[config.mk]
export PLATFORM = sky130hd
export DESIGN_NAME = alarm_sequencer
export DESIGN_NICKNAME = d
export VERILOG_FILES = /design/src/rtl/alarm_sequencer.sv
export SDC_FILE = /design/constraint.sdc
export NUM_CORES = 1
export LEC_CHECK = 0
export CAP_MARGIN = 20
export CORE_MARGIN = 2
export CORE_UTILIZATION = 43
export CTS_BUF_LIST = sky130_fd_sc_hd__clkbuf_4 sky130_fd_sc_hd__clkbuf_8
export CTS_CLUSTER_DIAMETER = 30
export CTS_CLUSTER_SIZE = 8
export DETAILED_ROUTE_END_ITERATION = 7
export HOLD_SLACK_MARGIN = 0.12
export PLACE_DENSITY_LB_ADDON = 0.25
export SLEW_MARGIN = 10
export SYNTH_ARGS = -nofsm -noshare
export SYNTH_HDL_FRONTEND = slang
export SYNTH_SLANG_ARGS = --single-unit
[constraint.sdc]
create_clock -name clk -period 4.11 [get_ports clk]
set_input_delay 1.0275 -clock clk [delete_from_list [all_inputs] [get_ports clk]]
set_output_delay 1.0275 -clock clk [all_outputs]
set_load 0.01 [all_outputs]
[src/rtl/alarm_sequencer.sv]
// alarm_sequencer: rings a beep cadence on a rising hh:mm alarm match, with snooze, stop and auto-timeout.
module alarm_sequencer #(
  parameter int         SLOT_CYCLES = 4800000,
  parameter logic [9:0] PATTERN     = 10'b0001010101,
  parameter int         RING_SEC    = 60,
  parameter int         SNOOZE_SEC  = 300,
  parameter int         MAX_SNOOZE  = 3
) (
  input  logic       clk,
  input  logic       rst,
  input  logic [4:0] cur_hh,
  input  logic [5:0] cur_mm,
  input  logic [4:0] alarm_hh,
  input  logic [5:0] alarm_mm,
  input  logic       armed,
  input  logic       stop_btn,
  input  logic       snooze_btn,
  output logic       beep_en,
  output logic       ringing,
  output logic       snoozing,
  output logic [1:0] snooze_cnt
);
  typedef enum logic [1:0] {IDLE, RING, SNOOZE} state_t;
  state_t state;
  logic [31:0] slot_cnt;
  logic [3:0] slot_idx;
  logic [15:0] sec_cnt;
  logic match, match_q, trigger, slot_end, sec_end, timeout;
  assign match    = (cur_hh == alarm_hh) && (cur_mm == alarm_mm);
  assign trigger  = armed && match && !match_q;
  assign slot_end = slot_cnt == 32'(SLOT_CYCLES - 1);
  assign sec_end  = slot_end && slot_idx == 4'd9;
  // Timeout fires on the edge where sec_cnt would step onto the limit.
  assign timeout  = sec_end && (sec_cnt + 16'd1 == (state == RING ? 16'(RING_SEC) : 16'(SNOOZE_SEC)));
  assign beep_en  = (state == RING) && PATTERN[slot_idx];
  assign ringing  = state == RING;
  assign snoozing = state == SNOOZE;
  always_ff @(posedge clk) begin
    if (rst) begin
      state <= IDLE;
      slot_cnt <= '0;
      slot_idx <= '0;
      sec_cnt <= '0;
      snooze_cnt <= '0;
      match_q <= 1'b1;
    end else begin
      match_q <= match;
      slot_cnt <= '0;
      slot_idx <= '0;
      sec_cnt <= '0;
      if (state == IDLE) begin
        if (trigger) begin
          state <= RING;
          snooze_cnt <= '0;
        end
      end else if (!armed || stop_btn) begin
        state <= IDLE;
      end else if (state == RING && snooze_btn) begin
        if (snooze_cnt < 2'(MAX_SNOOZE)) begin
          state <= SNOOZE;
          snooze_cnt <= snooze_cnt + 2'd1;
        end else begin
          state <= IDLE;
        end
      end else if (timeout) begin
        state <= (state == RING) ? IDLE : RING;
      end else begin
        slot_cnt <= slot_end ? '0 : slot_cnt + 32'd1;
        slot_idx <= slot_end ? (slot_idx == 4'd9 ? 4'd0 : slot_idx + 4'd1) : slot_idx;
        sec_cnt <= sec_end ? sec_cnt + 16'd1 : sec_cnt;
      end
    end
  end
endmodule

==> impl_results.md, run 1 <==
- Row Count: 30
- Top FF cell, synth: dfxtp_1
- Height of the chip: 88.6 um
- Remaining Overflow, GRT: 0
- ANT cells: 0
- Total core area: 6870 um^2
- Reg clk slew, reported paths: 60 ps
- Worst skew pair latency: 340 ps
- Leakage: 1.11 nW
- Port Buffers: 31
- Max-slew headroom: 58.5%
- Largest net degree at the start of global routing: 33
- Most frequent cell after synthesis: dfxtp_1
- Top cells by count, synth: dfxtp_1, nor2_1, xor2_1
- Reg2reg start: slot_cnt[0]
- Peak supply drop: 0.193 mV
- Crit end category: flop
- Async set-reset flop share out of synthesis: 0%
- Final setup margin: 1010 ps
- RSZ-0062 raised after global routing: false
- Initial antenna violation count: 0
- Depth of the worst register-to-register path: 8
- Final period util: 75.3%
- Layout Utilization: 53.1%
- Starting Density: 44.8%
- Ports: 32
- Slew @ Worst Pin: 617 ps
- Avg Inst Size Synth: 8.46 um^2
- Power Dens Cells: 303 nW/um^2
- Die span in x: 88.6 um
- Synthesis-to-layout area growth: 18.5%
- Synth area leader: dfxtp_1
- Layout cells sized above 1: 12.8%
- WL per Instance: 11.6 um
- Endpoints failing hold: 0
- Final nets: 426
- Synth Register Bits: 58
- # DRC: 0
- Setup Fix Bufs, Post-CTS: 0
- Via density: 4.99
- Area post-placement: 3460 um^2
- Post-Route Skew: 8.70 ps
- Post-CTS Resized: 0
- Yosys warnings: 0
- Via count of the routed design: 2476
- Status: completed
- Arr. time, crit path: 3380 ps
- Hold path cells: 1
- Hold path start: slot_cnt[0]
- Setup WS pre-CTS: 857 ps
- Cell count after synthesis: 364
- Hold/Removal Path Class: reg2reg
- Post-synth EDFFs: 0
- Inserted Clock Buffers: 9
- Max-cap violation count: 0
- Final WL: 5760 um
- Total power: 0.00111 W
- Slew Viols, Final: 0
- Final setup violation count: 0
- Number of fill cells in the layout: 652
- Critical path class: reg2reg
- Htree depth: 3
- Routability Congestion: 0.785
- Number of DRC markers in iteration 0: 77
- Top cell type's share of synthesized area: 37.7%
- Multi-input logic area: 1830 um^2
- Final ANT Viol Nets: 0
- Wire length of the first global-routing pass: 10000 um
- Clk root buf: clkbuf_8
- Fin crit period: 3100 ps
- Design area: 3650 um^2
- Register area: 1160 um^2
- Sink Count: 58
- CP Data Required Time: 4390 ps
- Initial DRT Pass Iterations: 4
- Vias in the first global route: 2342
- CP startpoint: slot_cnt[0]
- Post-DP HPWL: 4150 um
- Clock Path Buffers: 2
- Area contributors post-synth: dfxtp_1, xor2_1, xnor2_1
- Die area: 7850 um^2
- Cell Area, Synth: 3080 um^2
- CTS tree: built
- Gr usage total: 16.4%
- CTS Hold Buffers Added: 0
- Yosys cell types: 46
- Seq/Total Area, Yosys: 37.7%
- TNS Setup: 0 ps
- Syn_nets: 395
- CP Launch Type: flop
- Fmax: 323 MHz
- CP max FO: 21
==> layout make-up <==
cell class,instances,share of cell area (%)
multi-input combinational,288,50.3
clock buffer,10,3.60
tap,96,3.29
inverter,5,0.514
clock inverter,6,1.58
sequential,58,31.8
timing repair buffer,33,8.92
==> cells by family (layout without fill, tap and decap cells) <==
kind of cell / Yosys count / count (layout) / synth area share, %
AND/OR/NAND/NOR: 192 / 192 / 33.2
XOR/XNOR: 65 / 65 / 18.5
flip-flops: 58 / 58 / 37.7
AO/OA/AOI/OAI: 26 / 26 / 5.94
buffers and inverters: 18 / 54 / 2.68
adder cells (fa/ha/maj): 4 / 4 / 1.63
multiplexers: 1 / 1 / 0.325
==> cells in the final DEF, fill, tap and decap left out, types with 3 or more instances in the layout <==
cell / count
nor2_2: 15
or3_1: 3
nand4_1: 11
xor2_1: 40
clkdlybuf4s50_1: 31
inv_1: 5
a21oi_1: 6
nor3_1: 12
dfxtp_1: 58
nand3b_1: 3
clkbuf_8: 9
nor2b_1: 6
clkinv_2: 4
nor2_1: 51
nand2b_1: 4
ha_1: 4
a21oi_2: 5
and2_1: 3
and3_1: 3
xnor2_1: 25
nand3_1: 28
o21ai_0: 6
nand2_1: 25
nor4_1: 7
==> final timing paths <==
| check | end | slack, ps |
|---|---|---|
| worst min-delay path | slot_cnt[0] | 460 |
| worst max register to register | flop | 1010 |
| worst min register to register | slot_cnt[0] | 460 |
| worst max-delay path | flop | 1010 |
==> critical path, stage by stage (launching register included) <==
cell and delay [ps]:
dfxtp_1 370, ha_1 220, and4_4 270, nand2_2 70, or4_1 570, a2111o_1 380
a2111o_1 450, nand2_2 480, or3_2 220
==> metal layers <==
| metal | GRT usage (%) | share of wire (%) |
|---|---|---|
| met1 | 19.6 | 48 |
| met2 | 27.1 | 48 |
| met3 | 5.41 | 3.0 |
| met4 | 6.75 | 1.2 |
| met5 | 0 | 0 |
==> registers in the layout, summed over array words and instances, names as in the netlist, named ones only <==
signal / count
snooze_cnt: 2
state: 2
sec_cnt: 16
match_q: 1
slot_idx: 4
slot_cnt: 32
==> through the flow <==
stage | hold WS, ps | instances
after floorplan | 430 | 364
after global placement | 444 | 480
after detailed placement | 457 | 480
after CTS | 472 | 496
after global routing | 501 | 496
final | 463 | 496
==> report_power, final <==
part | switching, W | leakage, nW | internal, W
Sequential | 0.000000149 | 0.467 | 0.000563
Clock | 0.000225 | 0.0992 | 0.000282
Combinational | 0.0000100 | 0.539 | 0.0000275
Total | 0.000235 | 1.11 | 0.000872
Power figures use the tool's default switching activity.
==> inputs of run 2 (changes only) <==
==> constraint.sdc (replaced) <==
create_clock -name clk -period 3 [get_ports clk]
set_input_delay 0.75 -clock clk [delete_from_list [all_inputs] [get_ports clk]]
set_output_delay 0.75 -clock clk [all_outputs]
set_load 0.01 [all_outputs]
==> run 2 against run 1 <==
First-iteration DRC count rose by 22%. Die area did not move. Routed wire length rose by 2.3%. Via count rose by 0.85%. Fmax rose by 11%. Worst hold slack improved by 6.5 ps. Combinational power rose by 38%. Clock skew fell by 3.0 ps. Clock power rose by 26%. Sequential cell count did not move. Non-clock buffer count rose by 4.
==> impl_results.md, run 2 (synthesized netlist as in run 1, its figures left out) <==
- Total core area: 6870 um^2
- Die area: 7850 um^2
- Initial antenna violation count: 0
- Reg with most FFs: slot_cnt
- Final ANT Viol Nets: 0
- Tightest hold margin: 469 ps
- Port Buffers: 31
- Worst Setup EP: sec_cnt[8]
- Initial DRT Pass Iterations: 4
- Clk root buf: clkbuf_8
- Final setup margin: 199 ps
- Reg2Reg Setup Slack: 200 ps
- Number of fill cells in the layout: 657
- ANT cells: 0
- Final setup violation count: 0
- Vias in the first global route: 2438
- Reg clk slew, reported paths: 60 ps
- Peak supply drop: 0.269 mV
- Max-slew headroom: 60.5%
- Synthesis-to-layout area growth: 19.5%
- Htree depth: 3
- Starting Density: 44.8%
- Final nets: 430
- Arr. time, crit path: 3030 ps
- CTS Hold Buffers Added: 0
- Most frequent cells in the layout: dfxtp_1, nor2_1, xor2_1, clkdlybuf4s50_1, nand3_1
- Clock Path Buffers: 2
- Critical path class: reg2reg
- Final WL: 5890 um
- CP max FO: 8
- Setup WS pre-CTS: 204 ps
- Height of the chip: 88.6 um
- Worst skew pair latency: 330 ps
- Routability Congestion: 0.885
- TNS Setup: 0 ps
- Reg2reg start: slot_cnt[0]
- Total power: 0.00146 W
- Most common cell after layout, fill and taps aside: dfxtp_1
- Die span in x: 88.6 um
- Power Dens Cells: 397 nW/um^2
- Wire length of the first global-routing pass: 10700 um
- Final period util: 93.4%
- CP Launch Type: flop
- WL per Instance: 11.8 um
- Slew @ Worst Pin: 588 ps
- Depth of the worst register-to-register path: 9
- Gr usage total: 17.3%
- Fin crit period: 2800 ps
- Slew Viols, Final: 0
- Post-CTS Resized: 0
- Register area: 1160 um^2
- Max-cap violation count: 0
- Hold/Removal Path Class: reg2reg
- Post-Route Skew: 5.66 ps
- Regs by FF count: slot_cnt x32, sec_cnt x16, slot_idx x4
- Inserted Clock Buffers: 9
- Remaining Overflow, GRT: 0
- RSZ-0062 raised after global routing: false
- Row Count: 30
- Endpoints failing hold: 0
- CP Data Required Time: 3230 ps
- Fmax: 357 MHz
- Status: completed
- Ports: 32
- CTS tree: built
- Number of DRC markers in iteration 0: 94
- Layout Utilization: 53.5%
- Multi-input logic area: 1830 um^2
- Sink Count: 58
- Max FFs per register: 32
- Crit end category: flop
- CP startpoint: slot_cnt[0]
- Post-DP HPWL: 4340 um
- # DRC: 0
- Via density: 4.99
- Via count of the routed design: 2497
- Worst r2r dst: sec_cnt[8]
- Layout cells sized above 1: 13.6%
- Largest net degree at the start of global routing: 33
- Leakage: 1.13 nW
- Setup Fix Bufs, Post-CTS: 0
## run 2: worst max-delay path: stages, from the launching register on
cell and delay (ps):
dfxtp_1 370, ha_1 220, and4_4 270, nand2_2 70, or4_1 580, a2111o_1 370
a2111o_1 440, nand2_2 130, buf_4 200, nor2_2 50
## run 2: how the worst min path moves through the flow
stage,from,to,slack [ps],cells after the start
floorplan,slot_cnt[0],slot_cnt[0],430,1
global placement,slot_cnt[0],slot_cnt[0],440,1
detailed placement,slot_cnt[0],slot_cnt[0],460,1
CTS,slot_cnt[0],slot_cnt[0],470,1
global route,slot_cnt[0],slot_cnt[0],510,1
finish,slot_cnt[0],slot_cnt[0],470,1
## run 2: per-layer routing
layer  GRT usage (%)  part of all wire, %  vias to the layer above
li1                -                    -                     1309
met1            21.0                   48                     1160
met2            28.6                   48                       20
met3            5.88                  2.9                        8
met4            6.34                  1.1                        0
met5               0                    0                        -
## run 2: stage by stage
step,area [um^2],std cells
global route,3680,500
detailed placement,3500,484
global placement,3500,484
CTS,3680,500
finish,3680,500
floorplan,3080,364
## run 2: final cells by class
type	count	area share, %
clock inverter	3	0.408
inverter	5	0.510
tap	96	3.27
sequential	58	31.6
clock buffer	13	4.36
timing repair buffer	37	10.0
multi-input combinational	288	49.9
## run 2: where the power goes
part	internal, W	switching, W
combinational	0.0000377	0.0000139
clock	0.000346	0.000292
sequential	0.000771	0.000000161
total	0.00115	0.000306
